**config.mk**
```make
export PLATFORM = sky130hd
export DESIGN_NAME = ex_stage
export DESIGN_NICKNAME = d
export VERILOG_FILES = /design/src/rtl/ex_stage.sv
export SDC_FILE = /design/constraint.sdc
export NUM_CORES = 2
export LEC_CHECK = 0
export ABC_AREA = 0
export CORE_ASPECT_RATIO = 1.25
export CORE_MARGIN = 4
export CORE_UTILIZATION = 40
export DETAILED_ROUTE_END_ITERATION = 7
export PLACE_DENSITY = 0.63
export SLEW_MARGIN = 30
export SYNTH_ARGS = -nofsm -noshare
export SYNTH_HDL_FRONTEND = slang
export SYNTH_SLANG_ARGS = --single-unit
```
**constraint.sdc**
```tcl
create_clock -name clk -period 11.45 [get_ports clk]
set_input_delay 2.29 -clock clk [delete_from_list [all_inputs] [get_ports clk]]
set_output_delay 2.29 -clock clk [all_outputs]
set_load 0.005 [all_outputs]
```
**src/rtl/ex_stage.sv**
```systemverilog
// Execute stage: operand forwarding, ALU, iterative 32-step mul/div unit owning HI/LO,
// and the EX/MEM pipeline register. MDStallE holds the front end while a HI/LO op must wait.
module ex_stage #(
    parameter int MD_CYCLES = 32
) (
    input  logic        clk,
    input  logic        rst_n,
    input  logic [31:0] RegD1E,
    input  logic [31:0] RegD2E1,
    input  logic [31:0] SignImmE,
    input  logic [4:0]  ShamtE,
    input  logic [4:0]  RegWriteAddrE1,
    input  logic [4:0]  RegWriteAddrE2,
    input  logic        RegWriteE,
    input  logic        MemtoRegE,
    input  logic        MemWriteE,
    input  logic        ALUSrcAE,
    input  logic        ALUSrcBE,
    input  logic        RegDstE,
    input  logic [4:0]  ALUopE,
    input  logic [1:0]  ForwardAE,
    input  logic [1:0]  ForwardBE,
    input  logic [31:0] ResultW,
    output logic [31:0] ALUOutM,
    output logic [31:0] WriteDataM,
    output logic [4:0]  WriteRegM,
    output logic        RegWriteM,
    output logic        MemtoRegM,
    output logic        MemWriteM,
    output logic        MDStallE
);

    localparam logic [4:0] LAST_STEP = 5'(MD_CYCLES - 1);

    logic [31:0] w_fwd_a, w_fwd_b, w_src_a, w_src_b, w_alu_res;
    logic        w_is_md, w_is_hilo;
    logic [32:0] w_mul_sum, w_div_sh, w_div_diff;
    logic [31:0] w_step_acc, w_step_q, w_fin_hi, w_fin_lo;
    logic [63:0] w_prod;

    logic        r_busy, r_is_div, r_sa, r_sb, r_dz;
    logic [4:0]  r_cnt;
    logic [31:0] r_hi, r_lo, r_acc, r_q, r_opnd_b, r_a_orig;

    function automatic logic [31:0] f_mag(input logic [31:0] v, input logic is_signed);
        return (is_signed && v[31]) ? (32'd0 - v) : v;
    endfunction

    assign w_is_md   = (ALUopE >= 5'd12) && (ALUopE <= 5'd15);
    assign w_is_hilo = (ALUopE >= 5'd12) && (ALUopE <= 5'd19);
    assign MDStallE  = r_busy && w_is_hilo;

    // Operand forwarding and ALU source selection
    always_comb begin
        case (ForwardAE)
            2'b01:   w_fwd_a = ResultW;
            2'b10:   w_fwd_a = ALUOutM;
            default: w_fwd_a = RegD1E;
        endcase
        case (ForwardBE)
            2'b01:   w_fwd_b = ResultW;
            2'b10:   w_fwd_b = ALUOutM;
            default: w_fwd_b = RegD2E1;
        endcase
        if (ALUSrcAE) begin
            w_src_a = {27'd0, ShamtE};
        end else begin
            w_src_a = w_fwd_a;
        end
        if (ALUSrcBE) begin
            w_src_b = SignImmE;
        end else begin
            w_src_b = w_fwd_b;
        end
    end

    // ALU evaluation; HI/LO reads share this result path
    always_comb begin
        w_alu_res = 32'd0;
        case (ALUopE)
            5'd0:    w_alu_res = w_src_a + w_src_b;
            5'd1:    w_alu_res = w_src_a - w_src_b;
            5'd2:    w_alu_res = w_src_a & w_src_b;
            5'd3:    w_alu_res = w_src_a | w_src_b;
            5'd4:    w_alu_res = w_src_a ^ w_src_b;
            5'd5:    w_alu_res = ~(w_src_a | w_src_b);
            5'd6:    w_alu_res = {31'd0, ($signed(w_src_a) < $signed(w_src_b))};
            5'd7:    w_alu_res = {31'd0, (w_src_a < w_src_b)};
            5'd8:    w_alu_res = w_src_b << w_src_a[4:0];
            5'd9:    w_alu_res = w_src_b >> w_src_a[4:0];
            5'd10:   w_alu_res = $signed(w_src_b) >>> w_src_a[4:0];
            5'd11:   w_alu_res = {w_src_b[15:0], 16'd0};
            5'd16:   w_alu_res = r_hi;
            5'd17:   w_alu_res = r_lo;
            default: w_alu_res = 32'd0;
        endcase
    end

    // One engine step: r_acc/r_q hold accumulator+multiplier or remainder+quotient
    always_comb begin
        w_mul_sum  = {1'b0, r_acc} + (r_q[0] ? {1'b0, r_opnd_b} : 33'd0);
        w_div_sh   = {r_acc, r_q[31]};
        w_div_diff = w_div_sh - {1'b0, r_opnd_b};
        if (r_is_div) begin
            if (!w_div_diff[32]) begin
                w_step_acc = w_div_diff[31:0];
                w_step_q   = {r_q[30:0], 1'b1};
            end else begin
                w_step_acc = w_div_sh[31:0];
                w_step_q   = {r_q[30:0], 1'b0};
            end
        end else begin
            w_step_acc = w_mul_sum[32:1];
            w_step_q   = {w_mul_sum[0], r_q[31:1]};
        end
    end

    // Sign fixups and divide-by-zero override applied on the final step
    always_comb begin
        w_prod   = {w_step_acc, w_step_q};
        w_fin_hi = 32'd0;
        w_fin_lo = 32'd0;
        if (r_is_div) begin
            if (r_dz) begin
                w_fin_hi = r_a_orig;
                w_fin_lo = 32'hFFFF_FFFF;
            end else begin
                w_fin_lo = (r_sa ^ r_sb) ? (32'd0 - w_step_q) : w_step_q;
                w_fin_hi = r_sa ? (32'd0 - w_step_acc) : w_step_acc;
            end
        end else begin
            if (r_sa ^ r_sb) begin
                w_prod = 64'd0 - w_prod;
            end else begin
                w_prod = {w_step_acc, w_step_q};
            end
            w_fin_hi = w_prod[63:32];
            w_fin_lo = w_prod[31:0];
        end
    end

    // Mul/div sequencer and HI/LO ownership
    always_ff @(posedge clk or negedge rst_n) begin
        if (!rst_n) begin
            r_busy   <= 1'b0;
            r_cnt    <= 5'd0;
            r_is_div <= 1'b0;
            r_sa     <= 1'b0;
            r_sb     <= 1'b0;
            r_dz     <= 1'b0;
            r_hi     <= 32'd0;
            r_lo     <= 32'd0;
            r_acc    <= 32'd0;
            r_q      <= 32'd0;
            r_opnd_b <= 32'd0;
            r_a_orig <= 32'd0;
        end else if (r_busy) begin
            r_acc <= w_step_acc;
            r_q   <= w_step_q;
            r_cnt <= r_cnt + 5'd1;
            if (r_cnt == LAST_STEP) begin
                r_hi   <= w_fin_hi;
                r_lo   <= w_fin_lo;
                r_busy <= 1'b0;
            end
        end else if (w_is_md) begin
            // bit1 selects divide, bit0 selects unsigned
            r_busy   <= 1'b1;
            r_cnt    <= 5'd0;
            r_is_div <= ALUopE[1];
            r_sa     <= !ALUopE[0] && w_src_a[31];
            r_sb     <= !ALUopE[0] && w_src_b[31];
            r_dz     <= (w_src_b == 32'd0);
            r_a_orig <= w_src_a;
            r_acc    <= 32'd0;
            r_q      <= f_mag(w_src_a, !ALUopE[0]);
            r_opnd_b <= f_mag(w_src_b, !ALUopE[0]);
        end else if (ALUopE == 5'd18) begin
            r_hi <= w_fwd_a;
        end else if (ALUopE == 5'd19) begin
            r_lo <= w_fwd_a;
        end
    end

    // EX/MEM register; a stalled cycle loads a bubble
    always_ff @(posedge clk or negedge rst_n) begin
        if (!rst_n) begin
            ALUOutM    <= 32'd0;
            WriteDataM <= 32'd0;
            WriteRegM  <= 5'd0;
            RegWriteM  <= 1'b0;
            MemtoRegM  <= 1'b0;
            MemWriteM  <= 1'b0;
        end else if (MDStallE) begin
            ALUOutM    <= 32'd0;
            WriteDataM <= 32'd0;
            WriteRegM  <= 5'd0;
            RegWriteM  <= 1'b0;
            MemtoRegM  <= 1'b0;
            MemWriteM  <= 1'b0;
        end else begin
            ALUOutM    <= w_alu_res;
            WriteDataM <= w_fwd_b;
            WriteRegM  <= RegDstE ? RegWriteAddrE2 : RegWriteAddrE1;
            RegWriteM  <= RegWriteE;
            MemtoRegM  <= MemtoRegE;
            MemWriteM  <= MemWriteE;
        end
    end

endmodule

```
==> impl_metrics.yaml <==
yosys:
  synth_simple_gate_area_share_pct: 21.6
  yosysSeqAreaShare_pct: 23.0
  synth_cells: 4089
  synth_top_area_share_pct: 23.0
  synth_seq_cells: 274
  yosysMostFrequentCell: "nand2_1"
  synth_xor_area_share_pct: 5.99
  synth.mux.area_fraction_pct: 3.52
  ys_top_cells_by_count: "nand2_1, nor2_1, o21ai_0, a21oi_1, dfrtp_1"
  synth_top_cell_by_area: "dfrtp_1"
  synth_nets: 4429
  post_synth.cell_area_avg_um2: 7.30
  synth.area.top_cells: "dfrtp_1, ha_1, o21ai_0"
  synth-edff-count: 0
  synthAdderAreaFrac_pct: 7.65
  synthFlopType: "dfrtp_1"
  synthArstFlopShare_pct: 100
  yosysUniqueCellTypes: 119
  netlist_area_um2: 29800
  yosysWarnings: 0
  synth_top_family_by_area: "compound AO/OA/AOI/OAI gates"
  synth_compound_area_share_pct: 32.2
worst_setup_path:
  required_ns: 11.91
  end_kind: "flip-flop"
  rrSetupSlack_ns: 3.58
  regToRegEndpoint: "r_hi[22]$_DFFE_PN0P_"
  cp_num_buf_inv: 4
  crit_arrival_ns: 8.91
  cpLargestDelayFamily: "compound AO/OA/AOI/OAI gates"
  start_kind: "input pin"
  regToRegStartpoint: "r_q[31]$_DFFE_PN0P_"
  cp_max_fo: 41
  rr_worst_depth: 26
  crit_slowest_cell: "o41ai_1"
  path_class: "input pin to flip-flop"
  path_cells: "clkdlybuf4s50_1 -> inv_1 -> ha_2 -> o21ai_0 -> mux2i_4 -> buf_4 -> inv_1 -> ha_1 -> o21bai_1 -> a2111oi_0 -> nor3_1 -> a41oi_1 -> nor4_1 -> o41ai_1 -> o21ai_1 -> a31o_2 -> a21oi_1 -> nor3b_1 -> nor4_1 -> a311oi_1"
  critPathMaxStageDelay_ns: 0.63
cells_and_area:
  fillers: 7582
  area_growth_pct: 15.2
  final_net_count: 4521
  fin_util_pct: 46.7
  final_area_um2: 34400
  drive_gt1_share_pct: 7.75
timing:
  hold_viol_final: 0
  setup_violations: 0
  fin_tns_setup_ns: 0
  maxSlewViolCount: 0
  fmax_mhz: 118
  worst_pin_slew_ns: 1.06
  skew_ns: 0.0184
  relSlewSlack_pct: 28.5
  grt_setup_unrepaired: "no"
  finalCriticalPeriod_ns: 8.46
  timing.final.crit_share_pct: 73.9
place:
  routabilityCongestion: 1.04
  port_buffers: 232
  dpl.hpwl_um: 121000
  postPlaceCellArea_um2: 33100
cts:
  hold_buffers: 0
  cts_resized: 0
  cts_made_buffers: 35
  root_buffer: "clkbuf_16"
  cts_sinks: 274
  cts_tree: "yes"
  cts.clk_slew.worst_paths_ns: 0.06
  htree_levels: 2
  clk_latency_ns: 0.57
  clk_path_buf_depth: 3
  post_cts_buffers: 0
route:
  drc: 0
  drt_iter0_markers: 3703
  drtAntennaViolNets: 0
  dr_total_vias: 33602
  drtPass1Iterations: 6
  vias_per_cell: 6.49
  wire_per_inst_um: 29.8
  wl_um: 154000
global_route:
  first_global_vias: 33045
  grt_overflow: 0
  grt_usage_pct: 37.3
  grt_pass1_wl_um: 223000
  grt_max_degree: 91
  antenna_found_initial: 7
power_and_ir_drop:
  p_leak_nw: 14.1
  peakVddDrop_mv: 0.163
  powerDensity_nw_per_um2: 286
min_path:
  hold_end: "r_lo[10]$_DFFE_PN0P_"
  hold_path_depth: 2
  hp-start: "r_lo[10]$_DFFE_PN0P_"
  hp-class: "flip-flop to flip-flop"
die:
  core_um2: 73600
  rows: 111
  die_x_um: 252
  die_h_um: 313
  ios: 233
  dieArea_um2: 79100
  initial_core_util_pct: 40.5
run:
  maxCapViolCount: 0
run_status:
  status: "complete, no violations"
state kept, by name, summed over array words and instances, names as in the netlist, 5 cells and up:
signal	flops
r_hi	32
r_cnt	5
WriteRegM	5
r_acc	32
WriteDataM	32
r_q	32
r_opnd_b	32
r_lo	32
r_a_orig	32
ALUOutM	32
how the worst max path moves through the flow:
stage | endpoint | cells after the start | start
global placement | ALUOutM[28]$_DFF_PN0_ | 20 | ForwardAE[0]
detailed placement | ALUOutM[28]$_DFF_PN0_ | 20 | ForwardAE[0]
CTS | ALUOutM[28]$_DFF_PN0_ | 20 | ForwardAE[0]
global route | ALUOutM[28]$_DFF_PN0_ | 20 | ForwardAE[0]
finish | ALUOutM[28]$_DFF_PN0_ | 20 | ForwardAE[0]
floorplan | ALUOutM[28]$_DFF_PN0_ | 25 | ForwardAE[0]
cell usage in the layout (no fill, tap or decap), types with 20 or more instances in the layout:
cell type	instances
ha_1	175
o21ai_1	43
nor4_1	25
xor2_1	64
nor2b_1	20
a21o_1	36
and2_1	55
and3_1	29
o221ai_1	35
clkbuf_16	36
nand2_1	462
mux2i_1	84
o21bai_1	25
inv_1	156
o211ai_1	36
nand4_1	38
a21oi_1	362
o31ai_1	32
a211oi_1	31
nand3_1	85
or3_1	20
a221o_1	40
or2_2	29
dfrtp_1	271
a22oi_1	89
a221oi_1	27
o22ai_1	46
xnor2_1	138
o21ai_0	372
a22o_1	27
a31oi_1	85
clkdlybuf4s50_1	229
nor2_1	441
nor3_1	110
buf_4	103
cell families (layout without fill, tap and decap cells):
group / count (synthesis) / count (layout)
muxes: 103 / 103
adders and majority gates: 180 / 180
xor gates and xnor gates: 204 / 204
and+or+nand+nor: 1403 / 1403
other: 0 / 6
buffers and inverters: 447 / 566
DFF: 274 / 274
AOI/OAI and AO/OA: 1478 / 1478
per-layer routing:
metal	vias up	track usage [%]	share of wire, %
li1	15118	-	-
met1	16062	44.0	37
met2	1946	62.0	46
met3	476	6.88	8.5
met4	0	24.5	8.3
met5	-	0	0
through the flow:
| stage | power, mW | setup WS [ns] | hold WS (ns) | instances |
|---|---|---|---|---|
| 2_1_floorplan | 6.28 | 3.92 | 0.445 | 4089 |
| 3_3_place_gp | 8.33 | 2.64 | 0.459 | 5104 |
| 3_5_place_dp | 8.35 | 2.60 | 0.470 | 5104 |
| 4_1_cts | 9.62 | 3.12 | 0.485 | 5168 |
| 5_1_grt | 10.4 | 2.65 | 0.507 | 5173 |
| 6_report | 9.82 | 2.99 | 0.485 | 5174 |
area by class of cell:
type                    count  area [µm²]  area share, %
flip-flops and latches    274        6870           20.0
clock buffers              47         992           2.89
clock inverters            17         205          0.597
multi-input cells        3368       21400           62.2
inverters                 166         623           1.81
repair buffers            336        3100           9.02
well taps                 960        1200           3.49
diodes                      6        15.0         0.0437
power breakdown:
part	leakage, nW	total, mW	switching, mW	internal (mW)
Sequential	3.49	1.79	0.450	1.34
Combinational	10.0	6.82	4.44	2.38
Clock	0.590	1.21	0.505	0.703
Total	14.1	9.82	5.40	4.42
worst register-to-register path, delay by kind of cell, from the launching register on:
family / cells / cell delay [ns]
XOR/XNOR: 1 / 0.30
AO/OA/AOI/OAI: 8 / 1.71
AND/OR/NAND/NOR: 11 / 4.01
adder cells (fa/ha/maj): 3 / 0.79
flip-flops: 1 / 0.55
buffers and inverters: 3 / 0.38
Note: power is estimated with default switching activity, not from simulation.
